`src/rtl/i2s_in_mux.sv`:
```
// Lane buffers plus a packet-granular round-robin merger of 16 I2S lanes into one stream.
// Latency: a word sampled at edge N appears on m_axis at edge N+2 (valid in cycle N+3) when idle.
// Backpressure: m_axis_tready stalls the output register; lane FIFOs absorb it, dropping on full.

// Small synchronous FIFO with a flush input; read data is shown from the head entry.
// Latency: a pushed word is readable the cycle after the push edge.
// Backpressure: a push into a full FIFO is accepted only when a pop happens in the same cycle.
module i2s_in_mux_fifo #(
  parameter int W     = 33,
  parameter int DEPTH = 8
) (
  input  logic         clk,
  input  logic         srst_n,
  input  logic         flush,
  input  logic         push,
  input  logic         pop,
  input  logic [W-1:0] wdat,
  output logic [W-1:0] rdat,
  output logic         full,
  output logic         empty
);

  localparam int AW = $clog2(DEPTH);
  localparam logic [AW:0] FULL_CNT = (AW+1)'(DEPTH);

  logic [W-1:0]  mem [DEPTH];
  logic [AW-1:0] wr_ptr;
  logic [AW-1:0] rd_ptr;
  logic [AW:0]   count;
  logic          do_push;
  logic          do_pop;

  assign full    = (count == FULL_CNT);
  assign empty   = (count == '0);
  assign do_pop  = pop && !empty;
  // A full FIFO can still take a word when the head leaves in the same cycle.
  assign do_push = push && (!full || do_pop);
  assign rdat    = mem[rd_ptr];

  // Storage array: written at the tail on every accepted push.
  always_ff @(posedge clk) begin
    if (do_push) begin
      mem[wr_ptr] <= wdat;
    end
  end

  // Pointers and occupancy; reset and flush both empty the FIFO.
  always_ff @(posedge clk) begin
    if (!srst_n || flush) begin
      wr_ptr <= '0;
      rd_ptr <= '0;
      count  <= '0;
    end else begin
      if (do_push) begin
        wr_ptr <= wr_ptr + 1'b1;
      end
      if (do_pop) begin
        rd_ptr <= rd_ptr + 1'b1;
      end
      case ({do_push, do_pop})
        2'b10:   count <= count + 1'b1;
        2'b01:   count <= count - 1'b1;
        default: count <= count;
      endcase
    end
  end

endmodule

// Top: per-lane FIFOs, IDLE/LOCK arbiter and a single output register.
// Latency: input edge N -> grant edge N+1 -> output load edge N+2.
// Backpressure: pops only when the output register is free or being drained this cycle.
module i2s_in_mux #(
  parameter int CH         = 16,
  parameter int DW         = 32,
  parameter int FIFO_DEPTH = 8
) (
  input  logic             mclki,
  input  logic             srst_n,
  input  logic [CH-1:0]    s_axis_tvalid,
  input  logic [CH*DW-1:0] s_axis_tdata,
  input  logic [CH-1:0]    s_axis_tlast,
  input  logic [CH-1:0]    i_enable,
  input  logic [4*CH-1:0]  i_dst_fpga_index,
  input  logic             i_clear_overflow,
  output logic             m_axis_tvalid,
  input  logic             m_axis_tready,
  output logic [DW-1:0]    m_axis_tdata,
  output logic             m_axis_tlast,
  output logic [7:0]       m_axis_tuser,
  output logic [CH-1:0]    o_overflow
);

  localparam logic [3:0] LAST_CH = 4'(CH-1);

  typedef enum logic {
    S_IDLE = 1'b0,
    S_LOCK = 1'b1
  } state_t;

  state_t      state;
  state_t      state_nxt;
  logic [3:0]  grant;
  logic [3:0]  grant_nxt;
  logic [3:0]  grant_inc;
  logic [3:0]  dst;
  logic [3:0]  dst_nxt;
  logic [3:0]  ptr;
  logic [3:0]  ptr_nxt;
  logic        pop_en;
  logic        out_can_load;
  logic        found;
  logic [3:0]  pick;

  logic [CH-1:0] fifo_full;
  logic [CH-1:0] fifo_empty;
  logic [CH-1:0] fifo_push;
  logic [CH-1:0] fifo_pop;
  logic [CH-1:0] fifo_flush;
  logic [CH-1:0] eligible;
  logic [CH-1:0] drop;
  logic [DW:0]   fifo_rdat [CH];
  logic [DW:0]   grant_word;

  // Lane index base+off wrapped modulo CH (off is always below CH).
  function automatic logic [3:0] lane_add(input logic [3:0] base, input int unsigned off);
    int unsigned sum;
    sum = 32'(base) + off;
    if (sum >= 32'(CH)) begin
      sum = sum - 32'(CH);
    end
    return 4'(sum);
  endfunction

  // One FIFO per lane holding {tlast, tdata}; a disabled lane is held flushed.
  for (genvar k = 0; k < CH; k++) begin : g_lane
    assign fifo_push[k]  = s_axis_tvalid[k] && i_enable[k];
    assign fifo_flush[k] = !i_enable[k];
    assign fifo_pop[k]   = pop_en && (grant == 4'(k));
    // A word is lost only when the FIFO is full and its head is not leaving this cycle.
    assign drop[k]       = fifo_push[k] && fifo_full[k] && !fifo_pop[k];

    i2s_in_mux_fifo #(
      .W     (DW + 1),
      .DEPTH (FIFO_DEPTH)
    ) u_fifo (
      .clk    (mclki),
      .srst_n (srst_n),
      .flush  (fifo_flush[k]),
      .push   (fifo_push[k]),
      .pop    (fifo_pop[k]),
      .wdat   ({s_axis_tlast[k], s_axis_tdata[k*DW +: DW]}),
      .rdat   (fifo_rdat[k]),
      .full   (fifo_full[k]),
      .empty  (fifo_empty[k])
    );
  end

  assign eligible     = i_enable & ~fifo_empty;
  assign grant_word   = fifo_rdat[grant];
  assign grant_inc    = (grant == LAST_CH) ? 4'd0 : grant + 4'd1;
  assign out_can_load = !m_axis_tvalid || m_axis_tready;

  // Round-robin scan: first eligible lane at or after ptr, wrapping.
  always_comb begin
    logic [3:0] idx;
    found = 1'b0;
    pick  = ptr;
    idx   = ptr;
    for (int i = 0; i < CH; i++) begin
      idx = lane_add(ptr, i);
      if (!found && eligible[idx]) begin
        found = 1'b1;
        pick  = idx;
      end
    end
  end

  // Arbiter next state: grant in IDLE, stay on one lane in LOCK until tlast or disable.
  always_comb begin
    state_nxt = state;
    grant_nxt = grant;
    dst_nxt   = dst;
    ptr_nxt   = ptr;
    pop_en    = 1'b0;
    case (state)
      S_IDLE: begin
        if (found) begin
          grant_nxt = pick;
          dst_nxt   = i_dst_fpga_index[{pick, 2'b00} +: 4];
          state_nxt = S_LOCK;
        end
      end
      S_LOCK: begin
        if (!i_enable[grant]) begin
          // Lane pulled mid-frame: its FIFO is flushed and the frame ends without tlast.
          state_nxt = S_IDLE;
          ptr_nxt   = grant_inc;
        end else if (!fifo_empty[grant] && out_can_load) begin
          pop_en = 1'b1;
          if (grant_word[DW]) begin
            state_nxt = S_IDLE;
            ptr_nxt   = grant_inc;
          end
        end
      end
      default: begin
        state_nxt = S_IDLE;
      end
    endcase
  end

  // Arbiter registers.
  always_ff @(posedge mclki) begin
    if (!srst_n) begin
      state <= S_IDLE;
      grant <= '0;
      dst   <= '0;
      ptr   <= '0;
    end else begin
      state <= state_nxt;
      grant <= grant_nxt;
      dst   <= dst_nxt;
      ptr   <= ptr_nxt;
    end
  end

  // Output register: load on pop, hold while stalled, drop valid after a bare handshake.
  always_ff @(posedge mclki) begin
    if (!srst_n) begin
      m_axis_tvalid <= 1'b0;
      m_axis_tdata  <= '0;
      m_axis_tlast  <= 1'b0;
      m_axis_tuser  <= '0;
    end else if (pop_en) begin
      m_axis_tvalid <= 1'b1;
      m_axis_tdata  <= grant_word[DW-1:0];
      m_axis_tlast  <= grant_word[DW];
      m_axis_tuser  <= {dst, grant};
    end else if (m_axis_tready) begin
      m_axis_tvalid <= 1'b0;
    end
  end

  // Sticky overflow flags; a drop in the clear cycle keeps its bit set.
  always_ff @(posedge mclki) begin
    if (!srst_n) begin
      o_overflow <= '0;
    end else begin
      o_overflow <= (o_overflow & ~{CH{i_clear_overflow}}) | drop;
    end
  end

endmodule

```
`config.mk`:
```
export PLATFORM = sky130hd
export DESIGN_NAME = i2s_in_mux
export DESIGN_NICKNAME = d
export VERILOG_FILES = /design/src/rtl/i2s_in_mux.sv
export SDC_FILE = /design/constraint.sdc
export NUM_CORES = 2
export LEC_CHECK = 0
export CORE_MARGIN = 1.5
export CORE_UTILIZATION = 45
export CTS_BUF_LIST = sky130_fd_sc_hd__clkbuf_4 sky130_fd_sc_hd__clkbuf_8 sky130_fd_sc_hd__clkbuf_16
export DETAILED_ROUTE_END_ITERATION = 8
export PLACE_DENSITY_LB_ADDON = 0.15
export SKIP_LAST_GASP = 1
export SLEW_MARGIN = 20
export SYNTH_ARGS = -nofsm -noshare
export SYNTH_HDL_FRONTEND = slang
export SYNTH_MEMORY_MAX_BITS = 65536
export SYNTH_SLANG_ARGS = --single-unit
```
`constraint.sdc`:
```
create_clock -name mclki -period 6.8 [get_ports mclki]
set_clock_uncertainty 0.2 [all_clocks]
set_input_delay 1.36 -clock mclki [delete_from_list [all_inputs] [get_ports mclki]]
set_output_delay 1.36 -clock mclki [all_outputs]
set_load 0.005 [all_outputs]
```
==> flow_metrics.env <==
export IMPL_place_inst=14400
export IMPL_max_vdd_ir_drop_mv=0.227
export IMPL_io_pins=686
export IMPL_clk_latency_ns=1.03
export IMPL_path_clk_slew_ns=0.07
export IMPL_clk_path_buf_depth=4
export IMPL_final_net_count=10300
export IMPL_fillers=30500
export IMPL_drtAntennaViolNets=0
export IMPL_switching_share=0.236
export IMPL_drv_slew=0
export IMPL_status="complete, no violations"
export IMPL_power_frac_seq=0.494
export IMPL_p_leak_uw=0.0636
export IMPL_initialDrtViolationCount=8873
export IMPL_core_mm2=0.393
export IMPL_cts_buffers=463
export IMPL_ys_seq_elements=4503
export IMPL_synth_area_mm2=0.178
export IMPL_finalWirelength_um=498000
export IMPL_tns_ns=0
export IMPL_rsz0062_at_grt="no"
export IMPL_grt_pass1_wl_um=693000
export IMPL_power_frac_comb=0.096
export IMPL_cts_setup_buffers=0
export IMPL_yosysWarnings=0
export IMPL_yosysSeqAreaShare=0.746
export IMPL_layout_commonest_cell="edfxtp_1"
export IMPL_synth_top_cell_area_share=0.715
export IMPL_cp_required_ns=7.53
export IMPL_crit_type="flop to flop"
export IMPL_yosys_area_top_type="edfxtp_1"
export IMPL_relSlewSlack=0.134
export IMPL_hold_depth=2
export IMPL_drive_gt1_frac=0.247
export IMPL_regArea_mm2=0.133
export IMPL_first_global_vias=90400
export IMPL_wl_per_cell_um=32.6
export IMPL_hpwl_um=330000
export IMPL_finalHoldViolations=0
export IMPL_synth_cells=8604
export IMPL_initial_core_util=0.452
export IMPL_setup_slack_ns=1.02
export IMPL_synth_edff_count=4224
export IMPL_intPower_uw=47400
export IMPL_synth_cell_types=77
export IMPL_avgSynthCellArea_um2=20.6
export IMPL_min_period_ns=5.78
export IMPL_ys_top_cells_by_area="edfxtp_1, mux4_2, dfxtp_1, mux2i_1, nor2_1"
export IMPL_cts_max_level=5
export IMPL_die_h_um=631
export IMPL_dr_pass1_iters=6
export IMPL_cts_repair_resized=0
export IMPL_cts_sinks=4503
export IMPL_hold_slack_ns=0.291
export IMPL_post_place_ws_ns=0.178
export IMPL_ff2ff_path_depth=15
export IMPL_hold_class="flop to flop"
export IMPL_fmax_mhz=173
export IMPL_gr_total_overflow=0
export IMPL_cp_max_fo=7
export IMPL_slowest_stage="xnor2_1"
export IMPL_areaGrowthSynthToFinish_pct=17.3
export IMPL_track_usage=0.247
export IMPL_grt_max_degree=65
export IMPL_antenna_found_initial=217
export IMPL_end_kind="flop"
export IMPL_vias_per_cell=5.84
export IMPL_max_slew_worst_pin_slew_ns=1.30
export IMPL_tritoncts="done"
export IMPL_clock_power_share=0.410
export IMPL_cts_hold_repair_buffers=0
export IMPL_start_kind="flop"
export IMPL_final_cell_mix="edfxtp_1, mux4_2, clkdlybuf4s50_1, mux2i_1, clkbuf_16"
export IMPL_root_buffer="clkbuf_16"
export IMPL_die_area_mm2=0.398
export IMPL_synth_main_ff_cell="edfxtp_1"
export IMPL_cpPeakStageDelay_ns=0.83
export IMPL_p_switching_uw=14700
export IMPL_io_buffers=685
export IMPL_finalCritPeriodShare=0.849
export IMPL_max_cap_violations=0
export IMPL_cp_data_arrival_time_ns=6.50
export IMPL_p_per_area_mw_per_mm2=298
export IMPL_num_vias=89300
export IMPL_multiInputGateArea_mm2=0.0439
export IMPL_place_congestion=0.897
export IMPL_synth_async_sr_flop_share=0
export IMPL_drc_errors=0
export IMPL_crit_chain="ha_1 > xnor2_1 > nand2_1 > a211oi_1 > nor4_1 > buf_4 > or2_0 > nor3_1 > nand2_1 > o41ai_1 > o32ai_1 > buf_4 > a21oi_1 > o211ai_1 > a211oi_1"
export IMPL_syn_nets=9336
export IMPL_setup_viol=0
export IMPL_instances_no_fill=15300
export IMPL_rows=230
export IMPL_chipWidth_um=631
## cells in the mapped netlist, drive strengths merged, types with 5 or more instances
| library cell | number |
|---|---|
| a2111oi | 18 |
| a211oi | 156 |
| a21o | 16 |
| a21oi | 183 |
| a221oi | 22 |
| a31oi | 27 |
| a32o | 18 |
| and2 | 6 |
| buf | 169 |
| clkbuf | 294 |
| dfxtp | 279 |
| edfxtp | 4224 |
| fa | 16 |
| ha | 88 |
| inv | 75 |
| mux2 | 33 |
| mux2i | 503 |
| mux4 | 1148 |
| nand2 | 223 |
| nand2b | 61 |
| nand3 | 18 |
| nand4 | 6 |
| nor2 | 358 |
| nor2b | 111 |
| nor3 | 94 |
| nor3b | 25 |
| nor4 | 23 |
| nor4b | 6 |
| o211a | 5 |
| o211ai | 30 |
| o21ai | 90 |
| o221ai | 19 |
| o22ai | 42 |
| o31ai | 6 |
| o41a | 16 |
| o41ai | 19 |
| or3 | 15 |
| xnor2 | 44 |
| xor2 | 74 |
## path summary, 6_finish.rpt
check	from	end	slack, ns
max	ptr[2]	dst[1]	1.02
min	o_overflow[7]	o_overflow[7]	0.29
max reg2reg	ptr[2]	dst[1]	1.02
min reg2reg	o_overflow[7]	o_overflow[7]	0.29
## layer usage
| layer | track usage | vias to the layer above | wire length [um] |
|---|---|---|---|
| met5 | 0 | - | 600 |
| met1 | 0.321 | 47600 | 196000 |
| met4 | 0.0999 | 92 | 21800 |
| met2 | 0.408 | 2856 | 246000 |
| li1 | - | 37800 | - |
| met3 | 0.0502 | 931 | 33300 |
## state kept, by name (all words and copies together), names as in the netlist, named ones only
register              flops
m_axis_tdata             32
ptr                       4
dst                       4
state                     1
o_overflow               16
m_axis_tuser              8
g_lane.u_fifo.mem      4224
g_lane.u_fifo.count      64
g_lane.u_fifo.rd_ptr     48
grant                     4
m_axis_tlast              1
m_axis_tvalid             1
g_lane.u_fifo.wr_ptr     48
## worst max-delay path, delay by kind of cell, from the launching register on
| kind | cells | cell delay (ns) |
|---|---|---|
| AO/OA/AOI/OAI | 6 | 1.94 |
| adder cells (fa/ha/maj) | 1 | 0.33 |
| AND/OR/NAND/NOR | 5 | 1.53 |
| XOR/XNOR | 1 | 0.83 |
| buffers and inverters | 2 | 0.37 |
| flip-flops | 1 | 0.45 |
## logic make-up (layout without fill, tap and decap cells)
kind of cell	Yosys count	count (layout)	share of synthesized area
flip-flops	4503	4503	0.746
multiplexers	1684	1684	0.176
AND/OR/NAND/NOR	962	962	0.0254
AO/OA/AOI/OAI	693	693	0.0266
buffers and inverters	540	1934	0.0117
XOR/XNOR	118	118	0.00591
adder cells (fa/ha/maj)	104	104	0.00801
other	0	68	0
## final cells by class
type	instances	share of cell area
Sequential cell	4503	0.637
Tap cell	5220	0.0314
Antenna cell	68	0.000817
Clock buffer	575	0.0603
Clock inverter	284	0.0136
Inverter	77	0.00139
Timing Repair Buffer	998	0.0450
Multi-Input combinational cell	3561	0.211
## stage by stage
step                 util  instance area (um^2)  total power, uW
floorplan               -                178000            34100
global placement    0.491                193000            37100
detailed placement  0.491                193000            37200
CTS                 0.530                208000            62600
global route        0.530                208000            63900
finish              0.530                208000            62100
## power by group through the flow
stage	sequential (uW)	clock, uW	combinational, uW
5_1_grt	30700	26900	6220
3_3_place_gp	31300	0	5870
3_5_place_dp	31300	0	5930
6_report	30700	25500	5950
4_1_cts	30700	25900	5950
2_1_floorplan	31200	0	2910
(Power assumes the default switching activity.)
